===== src/rtl/mem_sched_if.sv =====
// mem_sched_if -- bundles the two requester ports, the memory-clear handshake
// and the memory-side bus of mem_sched.
//   slave  : scheduler side (mem_sched). It takes requests and clr_start and
//            drives the grants, read returns and error pulses. It also drives
//            the memory address, enables and write data, and takes mem_rdata.
//   master : environment side (requesters plus the attached memory).
interface mem_sched_if;
   logic        req0, req1;
   logic        we0, we1;
   logic [15:0] addr0, addr1;
   logic [31:0] wdata0, wdata1;
   logic        gnt0, gnt1;
   logic        rvalid0, rvalid1;
   logic [31:0] rdata;
   logic        err0, err1;
   logic        clr_start, clr_busy, clr_done;
   logic [15:0] mem_addr;
   logic        mem_rd_en, mem_wr_en;
   logic [31:0] mem_wdata;
   logic [31:0] mem_rdata;

   modport slave (
      input  req0, req1, we0, we1, addr0, addr1, wdata0, wdata1, clr_start, mem_rdata,
      output gnt0, gnt1, rvalid0, rvalid1, rdata, err0, err1, clr_busy, clr_done,
             mem_addr, mem_rd_en, mem_wr_en, mem_wdata
   );

   modport master (
      output req0, req1, we0, we1, addr0, addr1, wdata0, wdata1, clr_start, mem_rdata,
      input  gnt0, gnt1, rvalid0, rvalid1, rdata, err0, err1, clr_busy, clr_done,
             mem_addr, mem_rd_en, mem_wr_en, mem_wdata
   );
endinterface


===== src/rtl/mem_sched.sv =====
// mem_sched -- two-requester round-robin scheduler in front of a single-port
// word memory, with a built-in sweep that clears the whole memory.
//   clk, rst : single clock; synchronous active-high reset
//   bus      : mem_sched_if.slave
//              req/we/addr/wdata 0,1 -> gnt 0,1 (combinational; the access
//              completes in the grant cycle)
//              rvalid 0,1 / rdata    -> read return, one cycle after grant
//              err 0,1               -> pulses for out-of-range (0 or > MEM_SIZE)
//              clr_start/busy/done   -> memory-clear handshake
//              mem_*                 -> memory with registered rdata
// MEM_SIZE : number of 32-bit words; valid addresses are 1..MEM_SIZE.
module mem_sched #(
   parameter int unsigned MEM_SIZE = 512
) (
   input  logic        clk,
   input  logic        rst,
   mem_sched_if.slave  bus
);

   typedef enum logic {IDLE, CLEAR} state_t;

   localparam logic [16:0] LAST_ADDR = 17'(MEM_SIZE);

   state_t      state, state_nxt;
   logic        last1;        // 1: requester 1 holds the most recent grant
   logic [16:0] clr_cnt;      // one spare bit, so a full 16-bit sweep cannot wrap
   logic        g0, g1;
   logic        sel_we;
   logic [15:0] sel_addr;
   logic [31:0] sel_wdata;
   logic        in_range;
   logic        rd_en, wr_en;
   logic [15:0] m_addr;
   logic [31:0] m_wdata;
   logic        rvalid0_q, rvalid1_q, err0_q, err1_q, oor_rd_q, clr_done_q;

   always_comb begin
      state_nxt = state;
      g0        = 1'b0;
      g1        = 1'b0;
      rd_en     = 1'b0;
      wr_en     = 1'b0;
      m_addr    = '0;
      m_wdata   = '0;

      case (state)
         IDLE: begin
            if (bus.clr_start) begin
               state_nxt = CLEAR;
            end else if (bus.req0 && bus.req1) begin
               g0 = last1;
               g1 = ~last1;
            end else begin
               g0 = bus.req0;
               g1 = bus.req1;
            end
         end
         CLEAR: begin
            if (clr_cnt == LAST_ADDR) state_nxt = IDLE;
         end
         default: state_nxt = IDLE;
      endcase

      sel_we    = g1 ? bus.we1    : bus.we0;
      sel_addr  = g1 ? bus.addr1  : bus.addr0;
      sel_wdata = g1 ? bus.wdata1 : bus.wdata0;
      in_range  = (sel_addr != 16'd0) && ({1'b0, sel_addr} <= LAST_ADDR);

      if (g0 || g1) begin
         m_addr  = sel_addr;
         m_wdata = sel_wdata;
         wr_en   = sel_we & in_range;
         rd_en   = ~sel_we & in_range;
      end

      if (state == CLEAR) begin
         m_addr = clr_cnt[15:0];
         wr_en  = 1'b1;
      end

      // Reset masks every side effect, including a clear write in progress.
      if (rst) begin
         g0    = 1'b0;
         g1    = 1'b0;
         rd_en = 1'b0;
         wr_en = 1'b0;
      end
   end

   always_ff @(posedge clk) begin
      if (rst) begin
         state      <= IDLE;
         last1      <= 1'b1;
         clr_cnt    <= 17'd1;
         rvalid0_q  <= 1'b0;
         rvalid1_q  <= 1'b0;
         err0_q     <= 1'b0;
         err1_q     <= 1'b0;
         oor_rd_q   <= 1'b0;
         clr_done_q <= 1'b0;
      end else begin
         state <= state_nxt;
         if (g0 || g1) last1 <= g1;
         rvalid0_q  <= g0 & ~sel_we;
         rvalid1_q  <= g1 & ~sel_we;
         err0_q     <= g0 & ~in_range;
         err1_q     <= g1 & ~in_range;
         oor_rd_q   <= (g0 | g1) & ~sel_we & ~in_range;
         clr_done_q <= (state == CLEAR) && (clr_cnt == LAST_ADDR);
         if (state == CLEAR && clr_cnt != LAST_ADDR) clr_cnt <= clr_cnt + 17'd1;
         else                                        clr_cnt <= 17'd1;
      end
   end

   assign bus.gnt0      = g0;
   assign bus.gnt1      = g1;
   assign bus.mem_addr  = m_addr;
   assign bus.mem_rd_en = rd_en;
   assign bus.mem_wr_en = wr_en;
   assign bus.mem_wdata = m_wdata;
   assign bus.rvalid0   = rvalid0_q;
   assign bus.rvalid1   = rvalid1_q;
   assign bus.err0      = err0_q;
   assign bus.err1      = err1_q;
   assign bus.rdata     = oor_rd_q ? '0 : bus.mem_rdata;
   assign bus.clr_busy  = (state == CLEAR);
   assign bus.clr_done  = clr_done_q;

endmodule


===== src/flat_wrapper.sv =====
// flat-port wrapper written by rule: the top's interface ports become plain ports
module mem_sched_flat 
#(
   parameter int unsigned MEM_SIZE = 512
)
  (clk, rst, bus_req0, bus_req1, bus_we0, bus_we1, bus_addr0, bus_addr1, bus_wdata0, bus_wdata1, bus_clr_start, bus_mem_rdata, bus_gnt0, bus_gnt1, bus_rvalid0, bus_rvalid1, bus_rdata, bus_err0, bus_err1, bus_clr_busy, bus_clr_done, bus_mem_addr, bus_mem_rd_en, bus_mem_wr_en, bus_mem_wdata);
  mem_sched_if bus_i ();
  input  logic clk;
  input  logic rst;
  input wire logic [$bits(bus_i.req0)-1:0] bus_req0;
  input wire logic [$bits(bus_i.req1)-1:0] bus_req1;
  input wire logic [$bits(bus_i.we0)-1:0] bus_we0;
  input wire logic [$bits(bus_i.we1)-1:0] bus_we1;
  input wire logic [$bits(bus_i.addr0)-1:0] bus_addr0;
  input wire logic [$bits(bus_i.addr1)-1:0] bus_addr1;
  input wire logic [$bits(bus_i.wdata0)-1:0] bus_wdata0;
  input wire logic [$bits(bus_i.wdata1)-1:0] bus_wdata1;
  input wire logic [$bits(bus_i.clr_start)-1:0] bus_clr_start;
  input wire logic [$bits(bus_i.mem_rdata)-1:0] bus_mem_rdata;
  output wire logic [$bits(bus_i.gnt0)-1:0] bus_gnt0;
  output wire logic [$bits(bus_i.gnt1)-1:0] bus_gnt1;
  output wire logic [$bits(bus_i.rvalid0)-1:0] bus_rvalid0;
  output wire logic [$bits(bus_i.rvalid1)-1:0] bus_rvalid1;
  output wire logic [$bits(bus_i.rdata)-1:0] bus_rdata;
  output wire logic [$bits(bus_i.err0)-1:0] bus_err0;
  output wire logic [$bits(bus_i.err1)-1:0] bus_err1;
  output wire logic [$bits(bus_i.clr_busy)-1:0] bus_clr_busy;
  output wire logic [$bits(bus_i.clr_done)-1:0] bus_clr_done;
  output wire logic [$bits(bus_i.mem_addr)-1:0] bus_mem_addr;
  output wire logic [$bits(bus_i.mem_rd_en)-1:0] bus_mem_rd_en;
  output wire logic [$bits(bus_i.mem_wr_en)-1:0] bus_mem_wr_en;
  output wire logic [$bits(bus_i.mem_wdata)-1:0] bus_mem_wdata;
  assign bus_i.req0 = bus_req0;
  assign bus_i.req1 = bus_req1;
  assign bus_i.we0 = bus_we0;
  assign bus_i.we1 = bus_we1;
  assign bus_i.addr0 = bus_addr0;
  assign bus_i.addr1 = bus_addr1;
  assign bus_i.wdata0 = bus_wdata0;
  assign bus_i.wdata1 = bus_wdata1;
  assign bus_i.clr_start = bus_clr_start;
  assign bus_i.mem_rdata = bus_mem_rdata;
  assign bus_gnt0 = bus_i.gnt0;
  assign bus_gnt1 = bus_i.gnt1;
  assign bus_rvalid0 = bus_i.rvalid0;
  assign bus_rvalid1 = bus_i.rvalid1;
  assign bus_rdata = bus_i.rdata;
  assign bus_err0 = bus_i.err0;
  assign bus_err1 = bus_i.err1;
  assign bus_clr_busy = bus_i.clr_busy;
  assign bus_clr_done = bus_i.clr_done;
  assign bus_mem_addr = bus_i.mem_addr;
  assign bus_mem_rd_en = bus_i.mem_rd_en;
  assign bus_mem_wr_en = bus_i.mem_wr_en;
  assign bus_mem_wdata = bus_i.mem_wdata;
  mem_sched #(.MEM_SIZE(MEM_SIZE)) u_core (.clk(clk), .rst(rst), .bus(bus_i));
endmodule

===== config.mk =====
export PLATFORM = sky130hd
export DESIGN_NAME = mem_sched_flat
export DESIGN_NICKNAME = d
export VERILOG_FILES = /design/src/rtl/mem_sched_if.sv /design/src/rtl/mem_sched.sv /design/src/flat_wrapper.sv
export SDC_FILE = /design/constraint.sdc
export NUM_CORES = 1
export LEC_CHECK = 0
export ABC_CLOCK_PERIOD_IN_PS = 4200
export CAP_MARGIN = 20
export CELL_PAD_IN_SITES_DETAIL_PLACEMENT = 1
export CELL_PAD_IN_SITES_GLOBAL_PLACEMENT = 1
export CORE_MARGIN = 10
export CORE_UTILIZATION = 20
export DETAILED_ROUTE_END_ITERATION = 16
export HOLD_SLACK_MARGIN = 0.02
export PLACE_DENSITY = 0.9
export SLEW_MARGIN = 5
export SYNTH_ARGS = -nofsm -noshare
export SYNTH_HDL_FRONTEND = slang
export SYNTH_SLANG_ARGS = --single-unit

===== constraint.sdc =====
create_clock -name clk -period 4.2 [get_ports clk]
set_input_delay 0.42 -clock clk [delete_from_list [all_inputs] [get_ports clk]]
set_output_delay 0.42 -clock clk [all_outputs]
set_load 0.02 [all_outputs]

Word level (Yosys, flattened, before mapping)
Cells that the tools add are included.
{ "classes": {"n_eq_ne": 2, "add_sub_neg": 1, "n_mux": 23, "order_cmp": 1, "reduce_logical": 8, "n_bitwise": 14} }
{ "op_table": {"columns": ["op", "count"], "rows": [
  ["$mux 32", 3],
  ["$mux 16", 3],
  ["$add 17x1->17 const B", 1],
  ["$eq 17x10->1 const B", 1],
  ["$ne 17x10->1 const B", 1],
  ["$le 16x10->1 const B", 1],
  ["$mux 1", 16],
  ["$reduce_bool 16->1", 1],
  ["$and 1x1->1", 8],
  ["$not 1->1", 5],
  ["$logic_and 1x1->1", 4],
  ["$logic_or 1x1->1", 2],
  ["$pmux 1 s2", 1],
  ["$reduce_or 2->1", 1],
  ["$or 1x1->1", 1]
]} }
{ "totals": {"output_inout_bits": 90, "in_bits": 135, "word_cells": 58, "ff_bits": 25} }

Longest topological paths before layout
{ "logic_depth": {"word_depth": 11, "mapped_depth": 7, "depth_no_buf": 6} }

Worst setup path after synthesis
No wires, ideal clock.
{ "synth_timing": {"path_type": "register to output", "start": "register u_core.state, in the netlist u_core.bus.clr_busy", "end": "output port bus_mem_wdata[10]", "n_path_buf": 3, "t_required_ns": 3.780, "path_slack_ns": 2.220, "path_stages_with_launch": 8, "t_arrival_ns": 1.560, "cell_sequence": "dfxtp_1 > buf_6 > nor2_8 > nand3_2 > buf_4 > buf_2 > nand2_1 > a21oi_1"} }
{ "synth_via": {"elab_chain_len": 3, "word_cells_on_any_way": 5, "cone_classes": "mux: 4; reduce/logical: 1"} }
{ "synth_lines": {"columns": ["element", "line", "text"], "rows": [
  ["start, declared", "mem_sched.sv:24", "state_t state, state_nxt;"],
  ["start signal, assigned", "mem_sched.sv:102", "state <= state_nxt;"],
  ["$mux 1", "mem_sched.sv:46", "case (state)"],
  ["$mux 32 or $logic_or 1x1->1 (tied branches)", "mem_sched.sv:66, mem_sched.sv:69", null],
  ["$mux 32 *", "mem_sched.sv:69", "if (g0 || g1) begin"],
  ["end, declared", "flat_wrapper.sv:32", "output wire logic [$bits(bus_i.mem_wdata)-1:0] bus_mem_wdata;"]
]} }
Mark *: on every way between the ends. The rest lies on a longest branch, timed or not.

Final worst setup path
{ "layout_timing": {"start": "input port bus_clr_start", "end": "output port bus_mem_addr[10]"} }
{ "layout_via": {"elab_chain_len": 5, "word_cells_on_any_way": 8, "cone_classes": "mux: 7; reduce/logical: 1"} }
{ "layout_lines": {"columns": ["element", "line", "text"], "rows": [
  ["start, declared", "flat_wrapper.sv:18", "input wire logic [$bits(bus_i.clr_start)-1:0] bus_clr_start;"],
  ["$mux 1", "mem_sched.sv:48", "if (bus.clr_start) begin"],
  ["$mux 1", "mem_sched.sv:46", null],
  ["$mux 16 or $logic_or 1x1->1 (tied branches)", "mem_sched.sv:65, mem_sched.sv:69", null],
  ["$mux 16 *", "mem_sched.sv:69", null],
  ["$mux 16 *", "mem_sched.sv:76", "if (state == CLEAR) begin"],
  ["end, declared", "flat_wrapper.sv:29", "output wire logic [$bits(bus_i.mem_addr)-1:0] bus_mem_addr;"]
]} }
Marks and branches as above.

==> flow_summary.toml <==
[die]
dieArea_um2 = 15800
rows = 38
dieWidth_um = 126
core-area_um2 = 10900
ios = 225
dieHeight_um = 126
initial_core_util_pct = 20.5

[global_route]
use_met1_pct = 16.4
antenna_found_initial = 0
grt_use_met3_pct = 4.60
grt_pass1_vias = 3453
grt.overflow.total = 0
grt_pass1_wl_mm = 20.3
grt-busiest-layer = "met2"
grt_max_degree = 33
track_usage_pct = 15.7
met2_usage_pct = 30.7

[clock_tree]
cts_setup_buffers = 0
cts.sinks = 25
h-tree-depth = 1
cts_tree = "built"
cts-buffers-inserted = 3
clk_pin_slew_worst_paths_ps = 90
cts_resized = 0
clk_latency_ps = 270
root_buffer = "clkbuf_8"
cts_buffer_depth = 2
hold_buffers = 0

[timing]
tns_ps = 0
fin_skew_ps = 6.13
post-route-period-util_pct = 80.3
rsz0062_at_grt = "false"
setup_viol = 0
post-route-min-period_ps = 3370
worst_slew_pin_slew_ps = 1050
timing.slew.headroom_pct = 30.0
finalMaxSlewViolations = 0
max_freq_mhz = 297
hold_violations = 0

[power_and_ir_drop]
p_clk_share_pct = 18.6
p_int_uw = 538
total_power_uw = 803
p_leak_nw = 1.83
swShare_pct = 33.0
pwr_density_cell_nw_per_um2 = 174
peakVddDrop_uv = 105
comb_power_share_pct = 50.7
seqPwrFrac_pct = 30.7
power.switching_uw = 265

[synth]
synth_simple_gate_area_share_pct = 42.4
synth_top_area_share_pct = 22.5
netlist_top_cells_area = "dfxtp_1 22%, nand2_1 14%, nor2b_1 9.3%"
netlist_area_um2 = 2230
synth_compound_area_share_pct = 13.3
yosys_warnings = 0
synth.avg_cell_area_um2 = 6.75
synth-adder-area-share_pct = 1.12
yosysTopAreaCell = "dfxtp_1"
muxShareOfSynthArea_pct = 7.86
ys_ff_latch = 25
synth_xor_area_share_pct = 6.68
synth_top_family_by_area = "simple AND/OR/NAND/NOR gates"
synth_nets = 467
seq_area_frac_synth_pct = 22.5
synthDistinctLibCells = 40
synthCells = 330

[placed_design]
place_inst = 677
gp_congestion = 0.900
portBuffers = 224
dpl.hpwl_mm = 11.4

[setup_path]
timing.critical_path.buf_inv = 3
critPathCaptureType = "output pin"
cp_slowest_cell = "clkdlybuf4s50_1"
cp_cell_sequence = "clkdlybuf4s50_1 > nor2_8 > nand3_2 > buf_4 > mux2i_1 > o21ai_0 > clkdlybuf4s50_1"
crit_type = "in2out"
arrival_ps = 2950
path_max_fanout = 28
crit_top_cell = "clkdlybuf4s50_1"
critPathMaxStageDelay_ps = 660
cp.required_ps = 3780
r2r_slack_ps = 2330
startpoint_type = "input pin"
cp_top_family = "buffers and inverters"

[layout]
areaGrowthSynthToFinish_pct = 108
final_cells = 681
drive_gt1_share_pct = 3.51
antenna_cells = 0
final_nets = 679

[route]
routed_wl_mm = 13.3
drc = 0
firstDrtPassIters = 4
via_per_inst = 4.59
via_count = 3127
wl_per_cell_um = 19.5
drtAntennaViolNets = 0
detail_route.iter0.violations = 107

[run_status]
status = "completed"

[job]
maxCapViolations = 0

[min_path]
hp-class = "reg2reg"
==> cell usage in the layout, fill, tap and decap left out, types with 2 or more instances in the layout <==
| cell type | n |
|---|---|
| nor2_1 | 24 |
| clkbuf_8 | 3 |
| inv_1 | 4 |
| and2_1 | 2 |
| nor3_1 | 4 |
| buf_4 | 6 |
| nor4b_1 | 2 |
| dfxtp_1 | 25 |
| nor4_1 | 6 |
| o21ai_0 | 16 |
| nand4_1 | 3 |
| nand3_1 | 11 |
| clkdlybuf4s50_1 | 224 |
| mux2i_1 | 16 |
| nor3_4 | 2 |
| xnor2_1 | 6 |
| ha_1 | 2 |
| nand2_1 | 85 |
| xor2_1 | 11 |
| a21oi_1 | 35 |
| nor2b_1 | 33 |
| and3_1 | 3 |
==> power groups by stage <==
| stage | clock network (mW) | logic [mW] | registers (mW) |
|---|---|---|---|
| 6_report | 0.149 | 0.407 | 0.247 |
| 5_1_grt | 0.159 | 0.434 | 0.247 |
| 4_1_cts | 0.150 | 0.414 | 0.247 |
| 3_5_place_dp | 0 | 0.412 | 0.252 |
| 3_3_place_gp | 0 | 0.401 | 0.251 |
| 2_1_floorplan | 0 | 0.153 | 0.251 |
==> state kept, by name, indices dropped and copies added (netlist names) <==
name and cells:
u_core.clr_cnt 17, u_core.bus.rvalid1 1, u_core.bus.err0 1, u_core.bus.clr_done 1, u_core.bus.err1 1, u_core.last1 1
u_core.bus.rvalid0 1, u_core.oor_rd_q 1, u_core.bus.clr_busy 1
==> stage by stage <==
stage	setup WS, ps	util [%]	hold slack [ps]	instance area (um^2)
after floorplan	2220	-	410	2230
after global placement	870	42.1	434	4580
after detailed placement	774	42.1	442	4580
after CTS	775	42.5	461	4620
after global routing	575	42.5	497	4620
final	829	42.5	458	4620
==> worst register-to-register path, cell delays in order, from the launching register on <==
cell and delay [ps]:
dfxtp_1 320, buf_4 210, nor2_8 160, nand3_2 400, mux2_4 460, nand2b_4 140, a21oi_1 120
==> cell usage after synthesis, drive strengths merged <==
cell type	number
a41o	2
nand4	4
a31oi	1
and3b	1
mux2i	16
xnor2	6
a211oi	1
and3	3
nor4b	2
xor2	11
and2	2
ha	2
nor2b	33
or2	2
nor4	6
nor2	25
nand3	12
a21oi	35
buf	14
inv	4
and4	1
nand2b	2
nand2	85
mux2	1
clkbuf	9
o21ai	17
dfxtp	25
nor3	6
or4	1
nand4b	1
==> logic make-up (layout without fill, tap and decap cells) <==
kind of cell    after synthesis  after routing
compound gates               56             56
buf+inv                      27            238
fa+ha+maj                     2              2
mux                          17             17
xor+xnor                     17             17
simple gates                186            186
flops                        25             25
==> metal layers <==
metal  share of wire (%)  wire length (um)
met4                0.80               106
met5                   0                 0
met3                 7.6              1000
met2                  54              7230
met1                  37              4930
==> layout make-up <==
class	count	area [um^2]
Fill cell	1311	6260
Timing Repair Buffer	230	2290
Multi-Input combinational cell	278	1600
Sequential cell	25	500
Tap cell	140	175
Clock buffer	4	45.0
Inverter	4	15.0
==> path summary, 6_finish.rpt <==
| check | startpoint | end | cells after the start |
|---|---|---|---|
| max | bus_clr_start | bus_mem_addr[10] | 7 |
| max reg2reg | u_core.bus.clr_busy | u_core.oor_rd_q | 6 |
| min | u_core.clr_cnt[0] | u_core.clr_cnt[0] | 1 |
| min reg2reg | u_core.clr_cnt[0] | u_core.clr_cnt[0] | 1 |
(Power assumes the default switching activity.)
